**src/rtl/r4w_nco_hop_sched.sv**
```systemverilog
// Frequency-hop scheduler: steps the NCO through a table of (freq, phase, dwell)
// entries, counting each dwell in NCO sample ticks.
module r4w_nco_hop_sched #(
  parameter int unsigned DEPTH   = 16,
  parameter int unsigned ADDR_W  = 4,
  parameter int unsigned DWELL_W = 16
) (
  input  logic               clk,
  input  logic               rst,
  input  logic               tbl_we,
  input  logic [ADDR_W-1:0]  tbl_addr,
  input  logic [31:0]        tbl_freq,
  input  logic [31:0]        tbl_phase,
  input  logic [DWELL_W-1:0] tbl_dwell,
  input  logic               start,
  input  logic               stop,
  input  logic               loop_en,
  input  logic [ADDR_W:0]    num_hops,
  input  logic               sample_tick,
  output logic [31:0]        nco_freq,
  output logic [31:0]        nco_phase,
  output logic               nco_enable,
  output logic               nco_phase_rst,
  output logic               hop_strobe,
  output logic [ADDR_W-1:0]  hop_idx,
  output logic               busy,
  output logic               done,
  output logic               err
);

  localparam int unsigned ENTRY_W = 64 + DWELL_W;
  localparam int unsigned NH_W    = ADDR_W + 1;

  typedef enum logic [1:0] {
    S_IDLE,
    S_LOAD,
    S_DWELL,
    S_DONE
  } state_t;

  state_t               state_q;
  logic [ENTRY_W-1:0]   mem [DEPTH];
  logic [ENTRY_W-1:0]   rd_q;
  logic [ADDR_W-1:0]    idx_q;
  logic [NH_W-1:0]      nh_q;
  logic [DWELL_W-1:0]   cnt_q;
  logic                 pend_q;
  logic [31:0]          freq_q;
  logic [31:0]          phase_q;
  logic                 enable_q;
  logic                 phase_rst_q;
  logic                 hop_strobe_q;
  logic [ADDR_W-1:0]    hop_idx_q;
  logic                 busy_q;
  logic                 done_q;
  logic                 err_q;

  logic                 nh_ok;
  logic                 is_last;
  logic [DWELL_W-1:0]   dwell_eff;

  // Table RAM: read-first on a same-address write, contents never reset.
  always_ff @(posedge clk) begin
    if (tbl_we) begin
      mem[tbl_addr] <= {tbl_freq, tbl_phase, tbl_dwell};
    end
    if (state_q == S_LOAD) begin
      rd_q <= mem[idx_q];
    end
  end

  always_comb begin
    nh_ok     = (num_hops != '0) && (num_hops <= NH_W'(DEPTH));
    is_last   = ({1'b0, idx_q} == (nh_q - NH_W'(1)));
    dwell_eff = (rd_q[DWELL_W-1:0] == '0) ? DWELL_W'(1) : rd_q[DWELL_W-1:0];
  end

  // The read data lands one cycle after LOAD, so the first DWELL cycle (pend_q)
  // applies the entry and ignores ticks; this gives the 2-cycle hop gap.
  always_ff @(posedge clk) begin
    if (rst) begin
      state_q      <= S_IDLE;
      idx_q        <= '0;
      nh_q         <= '0;
      cnt_q        <= '0;
      pend_q       <= 1'b0;
      freq_q       <= '0;
      phase_q      <= '0;
      enable_q     <= 1'b0;
      phase_rst_q  <= 1'b0;
      hop_strobe_q <= 1'b0;
      hop_idx_q    <= '0;
      busy_q       <= 1'b0;
      done_q       <= 1'b0;
      err_q        <= 1'b0;
    end else begin
      phase_rst_q  <= 1'b0;
      hop_strobe_q <= 1'b0;
      done_q       <= 1'b0;
      err_q        <= 1'b0;
      if (stop && (state_q != S_IDLE)) begin
        state_q  <= S_IDLE;
        enable_q <= 1'b0;
        busy_q   <= 1'b0;
        pend_q   <= 1'b0;
      end else begin
        case (state_q)
          S_IDLE: begin
            if (start) begin
              if (nh_ok) begin
                nh_q    <= num_hops;
                idx_q   <= '0;
                state_q <= S_LOAD;
                busy_q  <= 1'b1;
              end else begin
                err_q <= 1'b1;
              end
            end
          end
          S_LOAD: begin
            state_q <= S_DWELL;
            pend_q  <= 1'b1;
          end
          S_DWELL: begin
            if (pend_q) begin
              pend_q       <= 1'b0;
              freq_q       <= rd_q[ENTRY_W-1 -: 32];
              phase_q      <= rd_q[DWELL_W+31 : DWELL_W];
              hop_idx_q    <= idx_q;
              enable_q     <= 1'b1;
              phase_rst_q  <= 1'b1;
              hop_strobe_q <= 1'b1;
              cnt_q        <= dwell_eff;
            end else if (sample_tick) begin
              cnt_q <= cnt_q - DWELL_W'(1);
              if (cnt_q == DWELL_W'(1)) begin
                if (!is_last) begin
                  idx_q   <= idx_q + ADDR_W'(1);
                  state_q <= S_LOAD;
                end else if (loop_en) begin
                  idx_q   <= '0;
                  state_q <= S_LOAD;
                end else begin
                  state_q  <= S_DONE;
                  done_q   <= 1'b1;
                  enable_q <= 1'b0;
                end
              end
            end
          end
          S_DONE: begin
            state_q <= S_IDLE;
            busy_q  <= 1'b0;
          end
          default: state_q <= S_IDLE;
        endcase
      end
    end
  end

  assign nco_freq      = freq_q;
  assign nco_phase     = phase_q;
  assign nco_enable    = enable_q;
  assign nco_phase_rst = phase_rst_q;
  assign hop_strobe    = hop_strobe_q;
  assign hop_idx       = hop_idx_q;
  assign busy          = busy_q;
  assign done          = done_q;
  assign err           = err_q;

endmodule

```
**config.mk**
```make
export PLATFORM = sky130hd
export DESIGN_NAME = r4w_nco_hop_sched
export DESIGN_NICKNAME = d
export VERILOG_FILES = /design/src/rtl/r4w_nco_hop_sched.sv
export SDC_FILE = /design/constraint.sdc
export NUM_CORES = 1
export LEC_CHECK = 0
export CAP_MARGIN = 25
export CORE_UTILIZATION = 25
export DETAILED_ROUTE_END_ITERATION = 16
export PLACE_DENSITY = 0.52
export SKIP_CTS_REPAIR_TIMING = 1
export SLEW_MARGIN = 20
export SYNTH_ARGS = -nofsm -noshare
export SYNTH_HDL_FRONTEND = slang
export SYNTH_SLANG_ARGS = --single-unit
```
**constraint.sdc**
```tcl
create_clock -name clk -period 7.4 [get_ports clk]
set_clock_uncertainty 0.2 [all_clocks]
set_input_delay 1.11 -clock clk [delete_from_list [all_inputs] [get_ports clk]]
set_output_delay 1.11 -clock clk [all_outputs]
set_load 0.01 [all_outputs]
```
**Word level (Yosys, flattened, before mapping)**

Memory sizes are Yosys's and may differ from the RTL's. A register that Yosys moved wholly into a read port is not among the register bits.
Cells that the tools add are included.

- $add $sub $neg: 3
- Magnitude comparators: 1
- Equal/unequal tests: 12
- Mux-type cells: 33
- Bitwise gates (word level): 7
- Reduce and logical (&&, ||, !) cells: 23

Operator list:

| cell | count |
|---|---|
| 2-to-1 mux 16 bit | 3 |
| 2-to-1 mux 4 bit | 7 |
| equality test 16 x 1 -> 1 bit (second input constant) | 1 |
| logical NOT 16 bit | 1 |
| subtractor 16 x 1 -> 16 bit (second input constant) | 1 |
| 2-to-1 mux 2 bit | 7 |
| nonzero test 2 bit | 7 |
| 2-to-1 mux 1 bit | 12 |
| inequality test 2 bit (second input constant) | 5 |
| AND reduction 5 bit | 2 |
| AND reduction 3 bit | 3 |
| one-hot mux 2 bit (4 select lines) | 1 |
| one-hot mux 4 bit (2 select lines) | 1 |
| AND reduction 8 bit | 1 |
| NOT 1 bit | 7 |
| OR reduction 7 bit | 1 |
| equality test 4 x 5 -> 1 bit | 1 |
| <= comparator 5 bit (second input constant) | 1 |
| nonzero test 5 bit | 1 |
| subtractor 5 x 1 -> 5 bit (second input constant) | 1 |
| adder 4 x 1 -> 4 bit (second input constant) | 1 |
| equality test 2 bit (second input constant) | 2 |
| one-hot mux 1 bit (2 select lines) | 2 |
| AND reduction 4 bit | 1 |
| other kinds (8) | 9 |

- Register bits: 101
- Memory bits (writable): 1280
- Output and inout bits: 74
- Memories kept: 1

Memory list:

| memory | words | bits a word | read ports | clocked after memory_dff | wr ports | line | source |
|---|---|---|---|---|---|---|---|
| mem | 16 | 80 | 1 | 1 | 1 | 42 | `logic [ENTRY_W-1:0] mem [DEPTH];` |

**Logic depth before layout (Yosys ltp)**

Gate-level depths: netlist of run 1.

- Word-level depth: 7
- Mapped depth: 9
- Depth with buffers taken out: 7

**Worst setup path before layout of run 1**

No wires, ideal clock.

- Path kind: input to register
- From: in tbl_addr[2]
- To: mem mem[0][0] (netlist bit), enable pin
- Setup time: 618 ps
- Arrival: 7046 ps
- Slack: -463 ps
- Stages on the path: 2
- Cell sequence: or3b_2 nor3_1

RTL lines:

| item | line | source |
|---|---|---|
| from (decl) | 11 | `input logic [ADDR_W-1:0] tbl_addr,` |
| to (decl) | 42 |  |

No word-level cell before the write port.

**Final worst setup path of run 1**

- From: in tbl_addr[0]
- To: mem mem[13][1] (netlist bit), enable pin

No word-level cell before the write port.

==> results of run 1 <==
-- worst max-delay path, cell delays in order --
cell	delay, ns
clkdlybuf4s50_1	0.89
nand2b_1	0.40
nor2_4	0.16
buf_4	0.62
buf_4	0.76
-- cell usage in the layout (no fill, tap or decap), types with 7 or more instances in the layout --
cell             netlist  routed
a21oi_1               76      76
a31oi_1               10      10
buf_12                 0       9
buf_4                 19      40
clkbuf_1              64      37
clkbuf_16              0     156
clkbuf_8               0      10
clkdlybuf4s50_1        0     168
clkinv_1               0      36
clkinv_2               0      13
dfxtp_1              101      97
edfxtp_1            1360    1360
ha_1                   8       7
inv_1                 10      10
inv_6                  0       7
mux2i_1                7       7
mux4_2               400     400
nand2_1              161     161
nand3_1               15      14
nor2_1                36      24
nor2_4                 0      12
nor3_1                14       8
nor4_1                13      13
o21ai_0               11      11
-- per-stage QoR --
step | cell area, um2 | setup slack [ns]
final | 64700 | 3.55
after CTS | 64600 | 3.52
after floorplan | 54800 | 1.70
after global routing | 64700 | 3.46
after detailed placement | 60100 | 2.71
after global placement | 60100 | 2.71
-- logic make-up (layout without fill, tap and decap cells) --
family	Yosys count	after routing	share of synthesized area
compound gates	131	131	0.0142
xor+xnor	8	8	0.00128
fa+ha+maj	8	8	0.00183
buf+inv	136	495	0.0122
flops	1461	1461	0.782
mux	407	407	0.166
other cells	0	5	0
simple gates	275	275	0.0225
-- metal layers --
| metal | vias to the layer above | global-route usage | wire (um) |
|---|---|---|---|
| met5 | - | 0 | 86 |
| met4 | 14 | 0.0322 | 2750 |
| met3 | 213 | 0.0195 | 5200 |
| met2 | 566 | 0.206 | 67400 |
| met1 | 13600 | 0.152 | 56100 |
| li1 | 10700 | - | - |
-- path summary, 6_finish.rpt --
kind,from,endpoint,depth (start not counted)
setup / recovery,tbl_addr[0],mem[13][1]$_DFFE_PP_,5
hold / removal,nco_freq[22]$_SDFFE_PP0P_,nco_freq[22]$_SDFFE_PP0P_,2
setup reg to reg,idx_q[0]$_SDFFE_PP0P_,rd_q[36]$_DFFE_PN_,4
hold reg to reg,nco_freq[22]$_SDFFE_PP0P_,nco_freq[22]$_SDFFE_PP0P_,2
-- final cells by class --
type / instances / area [um2]
inverters: 11 / 41.3
clock buffers: 203 / 4180
multi-input cells: 829 / 11400
flip-flops and latches: 1461 / 42900
clock inverters: 64 / 400
well taps: 2854 / 3570
repair buffers: 217 / 2160
fillers: 21000 / 153000
diodes: 5 / 12.5
-- power groups by stage --
stage	sequential (uW)	clock (uW)	combinational, uW
final	9450	7120	985
after detailed placement	9620	0	1010
after CTS	9450	7330	1010
after global placement	9620	0	998
after floorplan	9580	0	589
after global routing	9470	7620	1070
-- flip-flops by register name (all words and copies together) (netlist names), 2 cells and up --
name / cells
cnt_q: 16
hop_idx: 4
idx_q: 4
mem: 1280
nco_freq: 32
nco_phase: 32
nh_q: 5
rd_q: 80
state_q: 2
==> reports/results.ini, run 1 <==
[timing]
tns_ns=0
max_clock_freq_ghz=0.260
drv_slew=0
fin_crit_sh=0.521
setup_viol=0
max_slew_margin=0.298
tightest_slew_ns=1.05
hold_ws_ns=0.252
rsz0062_at_grt=false
hold_viol=0
min_period_ns=3.85

[global_route]
antenna_found_initial=26
track_usage=0.119
grt_pass1_vias=26500
grt_overflow_total=0
grt_pass1_wl_mm=192
grt_max_degree=125

[logic_synthesis]
synth_seq_cells=1461
syn_inst=2426
synth_edf_count=1360
netlist_area_um2=54800
synth_common_cells=edfxtp_1 (1360), mux4_2 (400), nand2_1 (161)
synth_top_area_cell=edfxtp_1
synthArstFlopShare=0
ys_types=59
synth-main-ff-cell=edfxtp_1
yosys-top-cells-area=edfxtp_1 (75%), mux4_2 (16%), dfxtp_1 (3.7%)
yosys_warnings=0
syn_nets=2530
yosysSeqAreaShare=0.782
syn_avg_cell_area_um2=22.6
yosysMostFrequentCell=edfxtp_1
synth_top_cell_area_share=0.745

[cells_and_area]
layout-drive-gt1-share=0.241
nets=2777
fin_util=0.298
area_delta_synth_final_pct=18.0
final_cells=5644

[floorplan]
start_util=0.252
num_rows=171
die_x_um=470
fp.coreArea_um2=217000
pin_count=170
dieArea_um2=221000
die_y_um=470

[placement]
finalWeightedCongestion=0.703
dp.cells=5371
hpwlAfterDp_mm=71.4
port_buffers=169

[critical_path]
cp_max_fo=41
arrival_ns=4.03
cp-end-kind=flop
critical_path_class=input pin to flop
cp.required_ns=7.58
r2r_slack_ns=3.77
start_kind=input pin

[drt]
post_drt_via_cell_ratio=4.44
first_iter_violations=1924
dr_total_vias=25000
drc_errors=0
wl_per_cell_um=23.3
ant_nets=0
first_pass_iters=5
wl_mm=132

[clock_network]
clock_path_buffers=3
clock_tree.root_cell=clkbuf_16
path_clk_slew_ns=0.05
clkLatencyLatePin_ns=0.76
tritoncts=yes
htree_levels=4
numCtsBuffers=153
clkSinkCount=1461

[outcome]
status=finished, final reports clean

[flow_run]
cap_violations=0

[pwr]
leakage_uw=0.0189
p_seq_frac=0.538
ir_drop_uv=183
p_sw_uw=3810
p_sw_frac=0.217
combPwrFrac=0.056
pwr-share-clk=0.406
power.density_nw_per_um2=271
power.total_uw=17500
intPower_uw=13700

[min_path]
hold_path_class=flop to flop

No activity file was read; power rests on OpenSTA's default activity.
==> run 2, diff against run 1 <==
==> constraint.sdc (replaced) <==
create_clock -name clk -period 3.13 [get_ports clk]
set_clock_uncertainty 0.2 [all_clocks]
set_input_delay 0.4695 -clock clk [delete_from_list [all_inputs] [get_ports clk]]
set_output_delay 0.4695 -clock clk [all_outputs]
set_load 0.01 [all_outputs]
==> reports/results.ini, run 2 (synthesized netlist as in run 1, its figures left out) <==
[global_route]
antenna_found_initial=39
grt_pass1_vias=27000
grt_pass1_wl_mm=200
track_usage=0.124
grt_overflow_total=0
grt_max_degree=59

[critical_path]
r2r_start=idx_q[0]$_SDFFE_PP0P_
reg2reg_depth=4
arrival_ns=2.96
critical_path_class=flop to flop
cp.required_ns=3.42
crit_path_cell_trace=buf_12 > buf_4 > mux4_2 > mux4_2
cp_common_cell=mux4_2
cpMaxStageDelayCell=dfxtp_4
start_kind=flop
r2r_slack_ns=0.46
crit_end=rd_q[68]$_DFFE_PN_
cp_max_fo=21
r2r-end=rd_q[68]$_DFFE_PN_
critPathMaxStageDelay_ns=0.56
crit_start=idx_q[0]$_SDFFE_PP0P_
cp-end-kind=flop

[pwr]
leakage_uw=0.0198
ir_drop_uv=569
power.total_uw=43300
power.density_nw_per_um2=650

[timing]
fin_crit_sh=0.852
hold_viol=0
tightest_slew_ns=0.697
max_slew_margin=0.534
fin_ws_ns=0.463
tns_ns=0
min_period_ns=2.67
rsz0062_at_grt=false
max_clock_freq_ghz=0.375
drv_slew=0
setup_viol=0

[drt]
ant_nets=0
route.met3.wl_mm=7.74
drc_errors=0
first_pass_iters=5
wl_met2_mm=65.0
post_drt_via_cell_ratio=4.44
first_iter_violations=1995
wl_per_cell_um=23.9
wl_mm=137
top_layer=met5
wl_met1_mm=61.5
dr_total_vias=25500

[clock_network]
clock_tree.root_cell=clkbuf_16
clkSinkCount=1461
path_clk_slew_ns=0.06
tritoncts=yes
clkLatencyLatePin_ns=0.81
clock_path_buffers=3
htree_levels=4
numCtsBuffers=157

[floorplan]
num_rows=171
die_x_um=470
dieArea_um2=221000
start_util=0.252
fp.coreArea_um2=217000
pin_count=170
die_y_um=470

[placement]
hpwlAfterDp_mm=84.1
dp.cells=5453
dp_slack_ns=0.235
finalWeightedCongestion=0.717
port_buffers=169

[min_path]
hold_path_class=input pin to flop
hold_start=start

[cells_and_area]
largest_reg_flops=1280
nets=2863
layout-drive-gt1-share=0.272
final_common_cell=edfxtp_1
final_cells=5745
fin_util=0.307
final_cell_mix=edfxtp_1 (1360), mux4_2 (400), clkdlybuf4s50_1 (168), nand2_1 (161), clkbuf_16 (157)
area_delta_synth_final_pct=21.8
reg_top3=mem: 1280 flops, rd_q: 80 flops
nFillCells=20800
regMostFlops=mem

[outcome]
status=finished, final reports clean

[flow_run]
cap_violations=0

==> run 2: changes by cell type in the layout (fill, tap and decap cells not counted), moves of 5 or more <==
cell       previous run  this run
bufinv_16             2        16
buf_12                9        77
clkinv_1             36        27
buf_4                40        53
clkbuf_8             10         2
clkbuf_1             37        32
clkinv_2             13        24
==> run 2: worst min-delay path by stage <==
stage | to | slack [ns] | cells past startpoint
global route | err$_SDFF_PP0_ | 0.06 | 3
CTS | nh_q[4]$_SDFFE_PP0P_ | -0.33 | 2
floorplan | nco_freq[0]$_SDFFE_PP0P_ | 0.27 | 2
detailed placement | nco_freq[13]$_SDFFE_PP0P_ | 0.25 | 2
global placement | hop_idx[3]$_SDFFE_PP0P_ | 0.25 | 2
finish | err$_SDFF_PP0_ | 0.07 | 3
==> run 2: area by class of cell <==
type	count	area, um2	area share
repair buffers	299	3630	0.0544
clock inverters	95	1080	0.0161
inverters	11	41.3	0.000619
well taps	2854	3570	0.0535
diodes	5	12.5	0.000188
multi-input cells	829	11400	0.171
clock buffers	191	4080	0.0611
flip-flops and latches	1461	42900	0.643
==> run 2: routing by layer <==
metal / up-vias / track usage
met5: - / 0
met3: 205 / 0.0298
li1: 10900 / -
met4: 26 / 0.0301
met1: 13800 / 0.169
met2: 619 / 0.198
==> run 2: per-stage QoR <==
stage                     hold WS, ns  instance area (um2)
after detailed placement        0.248                61500
after global placement          0.245                61500
after floorplan                 0.271                54900
after CTS                      -0.333                66700
after global routing           0.0595                66700
final                          0.0726                66700
==> run 2: where the power goes <==
| part | leakage, uW | internal, uW | switching (uW) |
|---|---|---|---|
| registers | 0.0131 | 22100 | 318 |
| clock network | 0.00250 | 10700 | 7800 |
| logic | 0.00421 | 997 | 1470 |
| total | 0.0198 | 33800 | 9580 |
==> run 2: worst max-delay path: cells and delay by family (launching register included) <==
kind     cells  cell delay (ns)
mux          2             1.05
flops        1             0.56
buf+inv      2             0.53
==> run 3, diff against run 2 <==
--- a/config.mk
+++ b/config.mk
@@ -5,10 +5,10 @@
 export SDC_FILE = /design/constraint.sdc
 export NUM_CORES = 1
 export LEC_CHECK = 0
-export CAP_MARGIN = 25
+export CAP_MARGIN = 15
 export CORE_UTILIZATION = 25
 export DETAILED_ROUTE_END_ITERATION = 16
-export PLACE_DENSITY = 0.52
+export PLACE_DENSITY = 0.41
 export SKIP_CTS_REPAIR_TIMING = 1
 export SLEW_MARGIN = 20
 export SYNTH_ARGS = -nofsm -noshare
==> reports/results.ini, run 3 (synthesized netlist as in run 1, its figures left out) <==
[drt]
post_drt_via_cell_ratio=4.47
drc_errors=0
ant_nets=0
wl_mm=146
dr_total_vias=25700
first_iter_violations=1828
first_pass_iters=5
wl_per_cell_um=25.4

[cells_and_area]
regMostFlops=mem
final_cell_mix=edfxtp_1 (1360), mux4_2 (400), clkdlybuf4s50_1 (168), clkbuf_16 (164), nand2_1 (161)
area_delta_synth_final_pct=21.6
largest_reg_flops=1280
nFillCells=20800
nets=2844
layout-drive-gt1-share=0.268
reg_top3=mem: 1280 flops, rd_q: 80 flops
fin_area_um2=66600
final_common_cell=edfxtp_1

[timing]
fin_crit_sh=0.861
tightest_slew_ns=0.697
hold_viol=0
tns_ns=0
max_clock_freq_ghz=0.371
min_period_ns=2.70
max_slew_margin=0.535
rsz0062_at_grt=false
drv_slew=0
setup_viol=0

[clock_network]
tritoncts=yes
htree_levels=4
clkSinkCount=1461
clock_tree.root_cell=clkbuf_16
path_clk_slew_ns=0.06
clkLatencyLatePin_ns=0.80
numCtsBuffers=164
clock_path_buffers=3

[min_path]
hold_path_class=input pin to flop

[critical_path]
critPathMaxStageDelay_ns=0.54
cp.required_ns=3.43
cpMaxStageDelayCell=mux4_2
cp-end-kind=flop
critical_path_class=flop to flop
cp_max_fo=29
start_kind=flop
cp_common_cell=mux4_2
arrival_ns=3.00
r2r_slack_ns=0.43
crit_path_cell_trace=buf_12 > buf_4 > mux4_2 > mux4_2

[floorplan]
die_y_um=470
dieArea_um2=221000
start_util=0.252
fp.coreArea_um2=217000
die_x_um=470
num_rows=171
pin_count=170

[placement]
hpwlAfterDp_mm=81.7
port_buffers=169
finalWeightedCongestion=0.737
place_area_um2=61100

[pwr]
ir_drop_uv=404
power.density_nw_per_um2=661
leakage_uw=0.0198

[outcome]
status=finished, final reports clean

[global_route]
grt_max_degree=58
track_usage=0.132
grt_pass1_wl_mm=208
grt_overflow_total=0
antenna_found_initial=29
grt_pass1_vias=27800

[flow_run]
cap_violations=0

[run 3: through the flow]
stage | instances | setup slack, ns | utilization | hold WS (ns) | power [uW]
after global placement | 5427 | 0.221 | 0.281 | 0.246 | 25300
after detailed placement | 5427 | 0.196 | 0.281 | 0.251 | 25400
after floorplan | 2426 | -0.491 | - | 0.271 | 24000
after CTS | 5732 | 0.375 | 0.306 | -0.161 | 44800
after global routing | 5737 | 0.240 | 0.306 | 0.0776 | 45600
final | 5741 | 0.434 | 0.306 | 0.115 | 44000
[run 3: critical path: cells and delay by family, from the launching register on]
| family | cells | cell delay [ns] |
|---|---|---|
| buffers and inverters | 2 | 0.66 |
| DFF | 1 | 0.41 |
| muxes | 2 | 1.07 |
[run 3: final timing paths]
| path | start | depth (start not counted) | to |
|---|---|---|---|
| worst max-delay path | idx_q[0]$_SDFFE_PP0P_ | 4 | rd_q[4]$_DFFE_PN_ |
| worst min-delay path | start | 3 | err$_SDFF_PP0_ |
| worst max register to register | idx_q[0]$_SDFFE_PP0P_ | 4 | rd_q[4]$_DFFE_PN_ |
| worst min register to register | hop_idx[3]$_SDFFE_PP0P_ | 2 | hop_idx[3]$_SDFFE_PP0P_ |
[run 3: where the power goes]
part	switching (uW)	internal, uW	total [uW]
sequential	313	22100	22400
clock	8070	11100	19100
combinational	1530	997	2530
[run 3: layout make-up]
type / count / area (um2) / area share
Antenna cell: 8 / 20.0 / 0.000301
Clock buffer: 214 / 4410 / 0.0662
Clock inverter: 91 / 1020 / 0.0154
Inverter: 11 / 41.3 / 0.000620
Multi-Input combinational cell: 829 / 11400 / 0.172
Sequential cell: 1461 / 42900 / 0.644
Tap cell: 2854 / 3570 / 0.0536
Timing Repair Buffer: 273 / 3230 / 0.0484
[run 3: per-layer routing]
layer	global-route usage	share of wire	up-vias
met3	0.0229	0.044	228
met5	0	0.00030	-
met4	0.0408	0.024	8
li1	-	-	10900
met2	0.220	0.49	612
met1	0.174	0.44	14000
